$ cat src/rtl/SystemPeripheral_Pkg.sv
// Shared system-peripheral bus definitions: request struct, address layout,
// per-peripheral IDs and register offsets, and address-match helpers.
package SystemPeripheral_Pkg;

  localparam int SP_ID_LEN     = 4;
  localparam int SP_OFFSET_LEN = 2;
  localparam int SP_ADDR_LEN   = SP_ID_LEN + SP_OFFSET_LEN;
  localparam int SP_DATA_LEN   = 32;

  typedef struct packed {
    logic [SP_ADDR_LEN-1:0] raddr;
    logic [SP_ADDR_LEN-1:0] waddr;
    logic [SP_DATA_LEN-1:0] wdata;
  } sys_peripheral_t;

  localparam logic [SP_ID_LEN-1:0] SYS_TIMER_ID = 4'd2;

  localparam logic [SP_OFFSET_LEN-1:0] SYS_TIMER_MTIME_LO    = 2'd0;
  localparam logic [SP_OFFSET_LEN-1:0] SYS_TIMER_MTIME_HI    = 2'd1;
  localparam logic [SP_OFFSET_LEN-1:0] SYS_TIMER_MTIMECMP_LO = 2'd2;
  localparam logic [SP_OFFSET_LEN-1:0] SYS_TIMER_MTIMECMP_HI = 2'd3;

  // Full-address match: peripheral ID in the upper bits, register offset below.
  function automatic logic RAddrEq(input sys_peripheral_t req,
                                   input logic [SP_ID_LEN-1:0] id,
                                   input logic [SP_OFFSET_LEN-1:0] off);
    return req.raddr == {id, off};
  endfunction

  function automatic logic WAddrEq(input sys_peripheral_t req,
                                   input logic [SP_ID_LEN-1:0] id,
                                   input logic [SP_OFFSET_LEN-1:0] off);
    return req.waddr == {id, off};
  endfunction

endpackage

$ cat src/rtl/sys_timer_pkg.sv
// Timer-local constants and helpers: reset values, prescaler range handling,
// and the 32-bit half-replace used by all register writes.
package sys_timer_pkg;

  localparam logic [63:0] MTIME_RST    = 64'd0;
  localparam logic [63:0] MTIMECMP_RST = 64'hFFFF_FFFF_FFFF_FFFF;
  localparam int unsigned TICK_DIV_MAX = 65535;

  // Out-of-range divisors saturate into 1..TICK_DIV_MAX.
  function automatic int unsigned div_clamp(input int div);
    if (div < 1) return 1;
    if (div > int'(TICK_DIV_MAX)) return TICK_DIV_MAX;
    return int'(div);
  endfunction

  function automatic int unsigned div_cnt_width(input int unsigned div);
    return (div > 1) ? $clog2(div) : 1;
  endfunction

  function automatic logic [63:0] set_half(input logic [63:0] cur,
                                           input logic        hi,
                                           input logic [31:0] val);
    logic [63:0] res;
    res = cur;
    if (hi) res[63:32] = val;
    else    res[31:0]  = val;
    return res;
  endfunction

endpackage

$ cat src/rtl/sys_timer_tick_divider.sv
// Prescaler for mtime: one-cycle tick every TICK_DIV clocks, no jitter.
// With TICK_DIV == 1 the tick is tied high and the counter stays at zero.
module tick_divider
  import sys_timer_pkg::*;
#(
  parameter int TICK_DIV = 1
) (
  input  logic clk,
  input  logic rst,
  output logic tick
);

  localparam int unsigned DIV  = div_clamp(TICK_DIV);
  localparam int unsigned CW   = div_cnt_width(DIV);
  localparam logic [CW-1:0] LAST = CW'(DIV - 1);

  logic [CW-1:0] div_cnt;

  always_ff @(posedge clk) begin
    if (rst) begin
      div_cnt <= '0;
    end else if (tick) begin
      div_cnt <= '0;
    end else begin
      div_cnt <= div_cnt + CW'(1);
    end
  end

  generate
    if (DIV == 1) begin : g_bypass
      assign tick = 1'b1;
    end else begin : g_count
      assign tick = (div_cnt == LAST);
    end
  endgenerate

endmodule

$ cat src/rtl/sys_timer.sv
// Memory-mapped 64-bit mtime/mtimecmp timer with a level machine-timer interrupt.
// SYS_TIMER_READ_SNAPSHOT_EN: MTIME_LO reads latch mtime[63:32] for the next MTIME_HI read.
module sys_timer
  import SystemPeripheral_Pkg::*;
  import sys_timer_pkg::*;
#(
  parameter int TICK_DIV = 1
) (
  input  logic            clk,
  input  logic            rst,
  input  sys_peripheral_t sys_share,
  input  logic            ren,
  input  logic            wen,
  output logic [31:0]     rdata,
  output logic            timer_irq
);

  logic        tick;
  logic [63:0] mtime;
  logic [63:0] mtimecmp;
  logic [63:0] mtime_nxt;
  logic [63:0] mtimecmp_nxt;
  logic        wr_mtime_lo;
  logic        wr_mtime_hi;
  logic        wr_cmp_lo;
  logic        wr_cmp_hi;
  logic        rd_mtime_lo;
  logic        rd_mtime_hi;
  logic        rd_cmp_lo;
  logic        rd_cmp_hi;
  logic [31:0] mtime_hi_view;
  logic [31:0] rd_val;

  tick_divider #(
    .TICK_DIV (TICK_DIV)
  ) u_tick_divider (
    .clk  (clk),
    .rst  (rst),
    .tick (tick)
  );

  assign wr_mtime_lo = wen && WAddrEq(sys_share, SYS_TIMER_ID, SYS_TIMER_MTIME_LO);
  assign wr_mtime_hi = wen && WAddrEq(sys_share, SYS_TIMER_ID, SYS_TIMER_MTIME_HI);
  assign wr_cmp_lo   = wen && WAddrEq(sys_share, SYS_TIMER_ID, SYS_TIMER_MTIMECMP_LO);
  assign wr_cmp_hi   = wen && WAddrEq(sys_share, SYS_TIMER_ID, SYS_TIMER_MTIMECMP_HI);

  assign rd_mtime_lo = ren && RAddrEq(sys_share, SYS_TIMER_ID, SYS_TIMER_MTIME_LO);
  assign rd_mtime_hi = ren && RAddrEq(sys_share, SYS_TIMER_ID, SYS_TIMER_MTIME_HI);
  assign rd_cmp_lo   = ren && RAddrEq(sys_share, SYS_TIMER_ID, SYS_TIMER_MTIMECMP_LO);
  assign rd_cmp_hi   = ren && RAddrEq(sys_share, SYS_TIMER_ID, SYS_TIMER_MTIMECMP_HI);

  // A half write freezes the other half for that cycle, and swallows any tick.
  always_comb begin
    mtime_nxt = mtime;
    if (wr_mtime_lo) begin
      mtime_nxt = set_half(mtime, 1'b0, sys_share.wdata);
    end else if (wr_mtime_hi) begin
      mtime_nxt = set_half(mtime, 1'b1, sys_share.wdata);
    end else if (tick) begin
      mtime_nxt = mtime + 64'd1;
    end
  end

  always_comb begin
    mtimecmp_nxt = mtimecmp;
    if (wr_cmp_lo) begin
      mtimecmp_nxt = set_half(mtimecmp, 1'b0, sys_share.wdata);
    end else if (wr_cmp_hi) begin
      mtimecmp_nxt = set_half(mtimecmp, 1'b1, sys_share.wdata);
    end
  end

`ifdef SYS_TIMER_READ_SNAPSHOT_EN
  logic [31:0] hi_shadow;

  always_ff @(posedge clk) begin
    if (rst) begin
      hi_shadow <= '0;
    end else if (rd_mtime_lo) begin
      hi_shadow <= mtime[63:32];
    end
  end

  assign mtime_hi_view = hi_shadow;
`else
  assign mtime_hi_view = mtime[63:32];
`endif

  // Reads see the registers before any same-cycle write lands.
  always_comb begin
    rd_val = '0;
    if (rd_mtime_lo) begin
      rd_val = mtime[31:0];
    end else if (rd_mtime_hi) begin
      rd_val = mtime_hi_view;
    end else if (rd_cmp_lo) begin
      rd_val = mtimecmp[31:0];
    end else if (rd_cmp_hi) begin
      rd_val = mtimecmp[63:32];
    end
  end

  always_ff @(posedge clk) begin
    if (rst) begin
      mtime     <= MTIME_RST;
      mtimecmp  <= MTIMECMP_RST;
      rdata     <= '0;
      timer_irq <= 1'b0;
    end else begin
      mtime     <= mtime_nxt;
      mtimecmp  <= mtimecmp_nxt;
      timer_irq <= (mtime >= mtimecmp);
      if (ren) begin
        rdata <= rd_val;
      end
    end
  end

endmodule

$ cat config.mk
export PLATFORM = sky130hd
export DESIGN_NAME = sys_timer
export DESIGN_NICKNAME = d
export VERILOG_FILES = /design/src/rtl/SystemPeripheral_Pkg.sv /design/src/rtl/sys_timer_pkg.sv /design/src/rtl/sys_timer_tick_divider.sv /design/src/rtl/sys_timer.sv
export SDC_FILE = /design/constraint.sdc
export NUM_CORES = 1
export LEC_CHECK = 0
export ABC_AREA = 1
export BUFFER_PORTS_ARGS = -buffer_cell sky130_fd_sc_hd__buf_2
export CORE_ASPECT_RATIO = 0.9
export CORE_MARGIN = 1.5
export CORE_UTILIZATION = 30
export DETAILED_ROUTE_END_ITERATION = 10
export PLACE_DENSITY = 0.46
export REMOVE_ABC_BUFFERS = 1
export SYNTH_ARGS = -nofsm -noshare
export SYNTH_HDL_FRONTEND = slang
export SYNTH_SLANG_ARGS = --single-unit
$ cat constraint.sdc
create_clock -name clk -period 2 [get_ports clk]
set_clock_uncertainty 0.15 [all_clocks]
set_input_delay 0.1 -clock clk [delete_from_list [all_inputs] [get_ports clk]]
set_output_delay 0.1 -clock clk [all_outputs]
set_load 0.03 [all_outputs]
==> Yosys cells after proc, flatten, opt, wreduce, memory -nomap -nowiden <==
Index checks and enable logic that the tools add are counted.
{ "classes": {"add_sub_neg": 1, "order_cmp": 1, "eq_ne": 9, "n_mux": 7, "bitwise_logic": 1, "n_reduce_logical": 9} }
{ "op_table": {"columns": ["op", "n"], "rows": [
  ["$mux 32", 6],
  ["$add 64x1->64 const B", 1],
  ["$ge 64x64->1", 1],
  ["$mux 64", 1],
  ["$eq 6x4->1 const B", 8],
  ["$logic_and 1x1->1", 8],
  ["$ne 2x2->1 const B", 1],
  ["$reduce_and 2->1", 1],
  ["$not 1->1", 1]
]} }
{ "totals": {"reg_bits": 161, "inputBits": 48, "output_inout_bits": 33} }

==> Depth between registers and ports, before layout <==
Gate-level depths: netlist (run 1).
{ "logic_depth": {"word_depth": 6, "ltp_mapped": 15} }

==> Hierarchy <==
Synthesis (run 1) repeated with hierarchy kept, for this count alone.
{ "unflattened": {"hier_cells": 1633, "area_unflattened_um2": 10527.6} }
{ "modules_own_cells": {"columns": ["mod", "n_inst", "cells_per_inst", "area_each_um2"], "rows": [
  ["sys_timer", 1, 1631, 10516.3],
  ["tick_divider", 1, 2, 11.3]
]} }

==> Worst setup path after synthesis (run 1) <==
OpenSTA, ideal clock, no wires.
{ "synth_path": {"path_kind": "register to register", "from": "register mtime[0]", "to": "register mtime[62]", "setup_time_ns": 0.128, "arrival_ns": 1.522, "path_slack_ns": 0.200, "path_stages_with_launch": 13, "synth_period_minus_slack_ns": 1.800, "path_cell_list": "dfxtp_1 ha_1 nand2_1 nor2_4 nand2_1 inv_2 nand3_2 nor2_4 nand3_1 nand2_1 nand2_1 a21oi_1 nor2_1"} }
{ "synth_via": {"elab_chain_cells": 2} }
{ "synth_rtl": {"columns": ["element", "line_no", "source"], "rows": [
  ["from (decl)", "sys_timer.sv:19", "logic [63:0] mtime;"],
  ["from (signal assigned)", "sys_timer.sv:110", "mtime <= mtime_nxt;"],
  ["$add 64x1->64", "sys_timer.sv:60", "mtime_nxt = mtime + 64'd1;"],
  ["$mux 64", "sys_timer.sv:57", "end else if (wr_mtime_hi) begin"]
]} }
No other way between the ends. The select of a mux whose other input is x is not followed.
A chain may end at the register's enable or synchronous reset.

==> Worst setup path after layout (run 1) <==
{ "layout_path": {"from": "register mtime[1]", "to": "register mtime[35]"} }
Same word-level chain as after synthesis.

==> flow_summary.ini, run 1 <==
[flow_run]
max-cap-violations = 0

[grt]
grt_antenna_before_repair = 0
grt_overflow = 0
grt_max_degree = 65
grt_pass1_vias = 11000
grt_pass1_wl_um = 65300
grt_usage = 0.234

[worst_setup_path]
r2r_setup_slack_ps = 50
r2r_start = mtime[1]
crit_buf_inv = 3
worst-r2r-cell-count = 12
worst-setup-path-type = reg -> reg
cp_slowest_cell = dfxtp_2
critPathLaunchType = flop
path_delay_family = simple AND/OR/NAND/NOR gates
critPathMaxFanout = 5
cp.arrival_ps = 2180
required_ps = 2230
r2r-end = mtime[35]
cp-end-kind = flop
path_cells = buf_6 > nand2_4 > nor2_4 > nand2_4 > buf_6 > nor2_8 > nand4_4 > inv_4 > nand2_1 > nand2_1 > nand3_2 > a21oi_1
crit_path_max_incr_delay_ps = 360

[power]
ir_drop_v = 0.000596
combPwrFrac = 0.077
p_int_uw = 5670
p_leak_uw = 0.00683
p_switching_uw = 1900
p_seq_frac = 0.433
total_power_uw = 7570
switching_share = 0.251
powerDensity_nw_per_um2 = 514
p_clk_frac = 0.490

[cells_and_area]
n_fill_cell = 3705
final_util = 0.422
syn_to_final_growth_pct = 39.1
multi_input_area_um2 = 6610
layout-drive-gt1-share = 0.297
diodes = 0
seq_area_um2 = 3300
final_nets = 1977

[floorplanning]
pin_count = 81
start_util = 0.303
dieArea_um2 = 36400
die_w_um = 201
coreArea_um2 = 34900
chipHeight_um = 181
num_rows = 65

[synthesis]
synth-async-reset-ratio = 0
synthSimpleGateAreaFrac = 0.274
netlist_area_um2 = 10600
synth_compound_area_frac = 0.206
synth_top_family_by_area = simple AND/OR/NAND/NOR gates
synth_cells = 1563
yosys-mux-area-fraction = 0
yosysSeqAreaShare = 0.305
synth_edf_count = 0
ys_dominant_reg_cell = dfxtp_1
yosysWarnings = 0
syn_area_per_cell_um2 = 6.77
synth_xor_area_frac = 0.0248
synth_cell_types = 45
synth-seq-cells = 161
synthAdderAreaFrac = 0.0769

[route]
vias_per_cell = 4.94
drc = 0
detail_route.first_pass.iterations = 5
dr_total_vias = 11600
drtIter0Drc = 708
drtAntennaViolNets = 0
post_drt_wl_per_cell_um = 18.0
wirelength_um = 42300

[clock_tree]
cts_made_buffers = 17
clk_latency_ps = 450
h-tree-depth = 4
cts_sinks = 161
clock_path_buffers = 2
cts-root-buf = clkbuf_16
cts_tree = done
clk_pin_slew_ps = 70

[hold_path]
hold_class = in -> reg
min_from = rst
min_path_cells = 4
hold_end = mtimecmp[32]

[place]
pre_cts_ws_ps = -278
dp_hpwl_um = 31500
gp_congestion = 0.914
portBuffers = 80

[timing]
max_freq_mhz = 513
hold_viol = 0
max_slew_margin = 0.482
worst_pin_slew_ps = 776
rsz0062_at_grt = true
finalSetupViolations = 0
fin_ws_ps = 50.1
holdWs_ps = 9.68
min_period_over_period = 0.975
min_period_ps = 1950
timing_max_transition_violations_final = 0

[status]
status = finished, final reports clean
## area by class of cell
class	instances	share of cell area
clock buffers	21	0.0320
clock inverters	11	0.0122
inverters	239	0.0616
multi-input cells	1096	0.449
flip-flops and latches	161	0.224
well taps	469	0.0399
repair buffers	349	0.181
## worst register-to-register path, stage by stage, from the launching register on
cell     delay (ps)
dfxtp_2         360
buf_6           120
nand2_4          50
nor2_4          210
nand2_4          90
buf_6           140
nor2_8          150
nand4_4         170
inv_4           130
nand2_1          50
nand2_1          70
nand3_2          60
a21oi_1         140
## layout by cell type (no fill, tap or decap), types with 13 or more instances in the layout
cell type | synthesis | final
dfxtp_1 | 161 | 117
nand3_1 | 59 | 47
a31oi_1 | 19 | 19
nor2_4 | 9 | 22
nand2_1 | 339 | 315
ha_1 | 65 | 61
o21ai_0 | 93 | 90
inv_2 | 24 | 26
dlygate4sd3_1 | 0 | 37
nor3_2 | 4 | 13
xor2_1 | 28 | 28
a211oi_1 | 28 | 28
o22ai_1 | 59 | 59
buf_2 | 30 | 80
buf_4 | 2 | 215
a21oi_1 | 74 | 71
nor2_1 | 131 | 106
nand2_2 | 13 | 32
dfxtp_2 | 0 | 36
nand3_2 | 4 | 15
nand4_1 | 34 | 34
o211ai_1 | 66 | 66
nor2_2 | 13 | 25
inv_1 | 215 | 209
clkbuf_16 | 0 | 17
## through the flow
| step | cell area (µm²) | cells | setup TNS [ps] |
|---|---|---|---|
| 2_1_floorplan | 10300 | 1496 | -75300 |
| 3_3_place_gp | 13000 | 2255 | -1350 |
| 3_5_place_dp | 13000 | 2255 | -1040 |
| 4_1_cts | 14300 | 2332 | -74.7 |
| 5_1_grt | 14700 | 2346 | -542 |
| 6_report | 14700 | 2346 | 0 |
## kinds of logic (layout without fill, tap and decap cells)
family,after synthesis,count (layout)
AO/OA/AOI/OAI,361,361
buffers and inverters,306,620
XOR/XNOR,30,30
flip-flops,161,161
adder cells (fa/ha/maj),65,65
AND/OR/NAND/NOR,640,640
## power by group through the flow
| stage | clock (µW) | sequential (µW) | combinational (µW) |
|---|---|---|---|
| global route | 3920 | 3280 | 639 |
| CTS | 3800 | 3280 | 573 |
| detailed placement | 0 | 3360 | 514 |
| global placement | 0 | 3360 | 512 |
| finish | 3710 | 3280 | 582 |
| floorplan | 0 | 3420 | 178 |
## worst max path at each step
stage	from	to	slack, ps	cells past startpoint
5_1_grt	mtime[0]	mtime[44]	-80	11
2_1_floorplan	sys_share[36]	mtimecmp[0]	-830	7
6_report	mtime[1]	mtime[35]	50	12
3_3_place_gp	mtime[34]	mtime[61]	-310	9
4_1_cts	mtime[0]	mtime[24]	-30	12
3_5_place_dp	mtime[28]	timer_irq	-280	10
## synthesized netlist by cell type, types with 3 or more instances
| library cell | number | area (µm²) |
|---|---|---|
| nand2_1 | 339 | 1270 |
| inv_1 | 215 | 807 |
| dfxtp_1 | 161 | 3220 |
| nor2_1 | 131 | 492 |
| o21ai_0 | 93 | 465 |
| a21oi_1 | 74 | 370 |
| o211ai_1 | 66 | 495 |
| ha_1 | 65 | 813 |
| nand3_1 | 59 | 295 |
| o22ai_1 | 59 | 369 |
| nand4_1 | 34 | 213 |
| clkbuf_1 | 32 | 120 |
| buf_2 | 30 | 150 |
| a211oi_1 | 28 | 210 |
| xor2_1 | 28 | 245 |
| inv_2 | 24 | 90.1 |
| nor3_1 | 20 | 100 |
| a31oi_1 | 19 | 119 |
| nand2_2 | 13 | 81.3 |
| nor2_2 | 13 | 81.3 |
| nor2_4 | 9 | 101 |
| o21ai_1 | 9 | 45.0 |
| a21oi_2 | 4 | 35.0 |
| nand3_2 | 4 | 40.0 |
| nor3_2 | 4 | 40.0 |
| buf_1 | 3 | 11.3 |
| o21a_1 | 3 | 22.5 |
## state kept, by name, indices dropped and copies added, names as in the netlist
name / count
rdata: 32
timer_irq: 1
mtime: 64
mtimecmp: 64
## per-layer routing
metal / part of all wire / vias up / global-route usage
met5: 0 / - / 0
met2: 0.44 / 252 / 0.368
li1: - / 5829 / -
met1: 0.50 / 5459 / 0.334
met4: 0.018 / 0 / 0.0632
met3: 0.042 / 43 / 0.0319
## timing repair
| action | in CTS | in global routing |
|---|---|---|
| hold endpoints to repair | 133 | 0 |
| setup endpoints to repair | 17 | 45 |
| setup buffers | 8 | 15 |
| hold buffers | 37 | 0 |
| pin swaps | 14 | 32 |
| gates resized for setup | 52 | 122 |
Note: power is estimated with default switching activity, not from simulation.
==> inputs of run 2 (changes only) <==
RECOVER_POWER = 25   (was default)
SETUP_SLACK_MARGIN = 0.1   (was default)
==> run 2 against run 1 <==
Critical path depth decreased by 1. Via count rose by 0.92%. Final area up 2.3%. Largest cell class unchanged.
==> flow_summary.ini, run 2 (synthesized netlist as in run 1, its figures left out) <==
[floorplanning]
die_w_um = 201
pin_count = 81
coreArea_um2 = 34900
num_rows = 65
dieArea_um2 = 36400
chipHeight_um = 181
start_util = 0.303

[place]
dpl_cell_area_um2 = 13000
portBuffers = 80
gp_congestion = 0.914
dp_hpwl_um = 31500

[worst_setup_path]
crit_start = mtime[1]
critPathLaunchType = flop
required_ps = 2230
r2r_start = mtime[1]
r2r_setup_slack_ps = 60
worst-setup-path-type = reg -> reg
cp-end-kind = flop
cp.arrival_ps = 2170
critPathMaxFanout = 4

[route]
drtIter0Drc = 711
post_drt_wl_per_cell_um = 18.1
detail_route.first_pass.iterations = 5
wirelength_um = 42600
drc = 0
drtAntennaViolNets = 0
vias_per_cell = 4.96
dr_total_vias = 11700

[power]
powerDensity_nw_per_um2 = 502
ir_drop_v = 0.000597
p_leak_uw = 0.00697
total_power_uw = 7570

[grt]
grt_usage = 0.236
grt_antenna_before_repair = 0
grt_max_degree = 65
grt_pass1_vias = 11100
grt_pass1_wl_um = 65700
grt_overflow = 0

[status]
status = finished, final reports clean

[clock_tree]
clock_path_buffers = 2
cts_sinks = 161
clk_latency_ps = 450
h-tree-depth = 4
cts_tree = done
cts-root-buf = clkbuf_16
cts_made_buffers = 17
clk_pin_slew_ps = 70

[cells_and_area]
final_util = 0.432
fin_area_um2 = 15100
most-common-layout-cells = nand2_1 (303), buf_4 (216), inv_1 (204)
layout_commonest_cell = nand2_1
n_fill_cell = 3681
top_regs = mtime: 64 flops, mtimecmp: 64 flops, rdata: 32 flops
syn_to_final_growth_pct = 42.4
layout-drive-gt1-share = 0.324
final_nets = 1987
diodes = 0

[timing]
finalSetupViolations = 0
hold_viol = 0
rsz0062_at_grt = true
worst_pin_slew_ps = 790
min_period_ps = 1940
max_freq_mhz = 516
timing_max_transition_violations_final = 0
min_period_over_period = 0.969
max_slew_margin = 0.473

[hold_path]
hold_class = in -> reg
min_from = rst

[flow_run]
max-cap-violations = 0
## run 2: worst paths after layout
check | end | cells after the start
setup / recovery | mtime[48] | 11
hold / removal | mtimecmp[32] | 4
setup reg to reg | mtime[48] | 11
hold reg to reg | rdata[11] | 2
## run 2: worst max-delay path: stages, from the launching register on
cell and delay [ps]:
dfxtp_2 360, ha_4 160, nand2_4 60, nor2_4 160, nand2_4 120, inv_4 70, nand2_4 50, nor2_4 180
nand2_4 130, o21ai_2 170, nand3_2 120, a21oi_2 140
## run 2: metrics by stage
| stage | worst slack (ps) | setup TNS, ps | std cells | hold WS (ps) |
|---|---|---|---|---|
| 2_1_floorplan | -830 | -75300 | 1496 | 12.4 |
| 3_3_place_gp | -305 | -1350 | 2255 | 201 |
| 3_5_place_dp | -278 | -1040 | 2255 | 206 |
| 4_1_cts | 1.07 | 0 | 2345 | 15.5 |
| 5_1_grt | -42.7 | -219 | 2356 | 17.9 |
| 6_report | 61.2 | 0 | 2356 | 7.21 |
## run 2: repair_timing
action                                  in CTS  in global routing
endpoints found under the hold margin      133                  0
buffers inserted                            22                 12
hold buffers                                37                  0
endpoints found under the setup margin      42                 59
gates resized for setup                    111                141
pin swaps                                   38                 51
## run 2: cell type report
cell class / count / area (µm²) / share of cell area
multi-input combinational: 1096 / 6850 / 0.455
sequential: 161 / 3320 / 0.221
timing repair buffer: 359 / 2750 / 0.182
inverter: 239 / 906 / 0.0602
tap: 469 / 587 / 0.0390
clock buffer: 21 / 470 / 0.0312
clock inverter: 11 / 179 / 0.0119
## run 2: power breakdown
| group | leakage, µW | internal [µW] | total, µW | switching (µW) |
|---|---|---|---|---|
| clock network | 0.000310 | 2200 | 3710 | 1510 |
| logic | 0.00532 | 225 | 586 | 362 |
| registers | 0.00134 | 3240 | 3270 | 30.2 |
## run 2: per-layer routing
metal | vias to the layer above | GRT usage | share of wire
met3 | 44 | 0.0319 | 0.040
met1 | 5551 | 0.335 | 0.50
li1 | 5838 | - | -
met5 | - | 0 | 0
met4 | 0 | 0.0656 | 0.020
met2 | 256 | 0.370 | 0.44
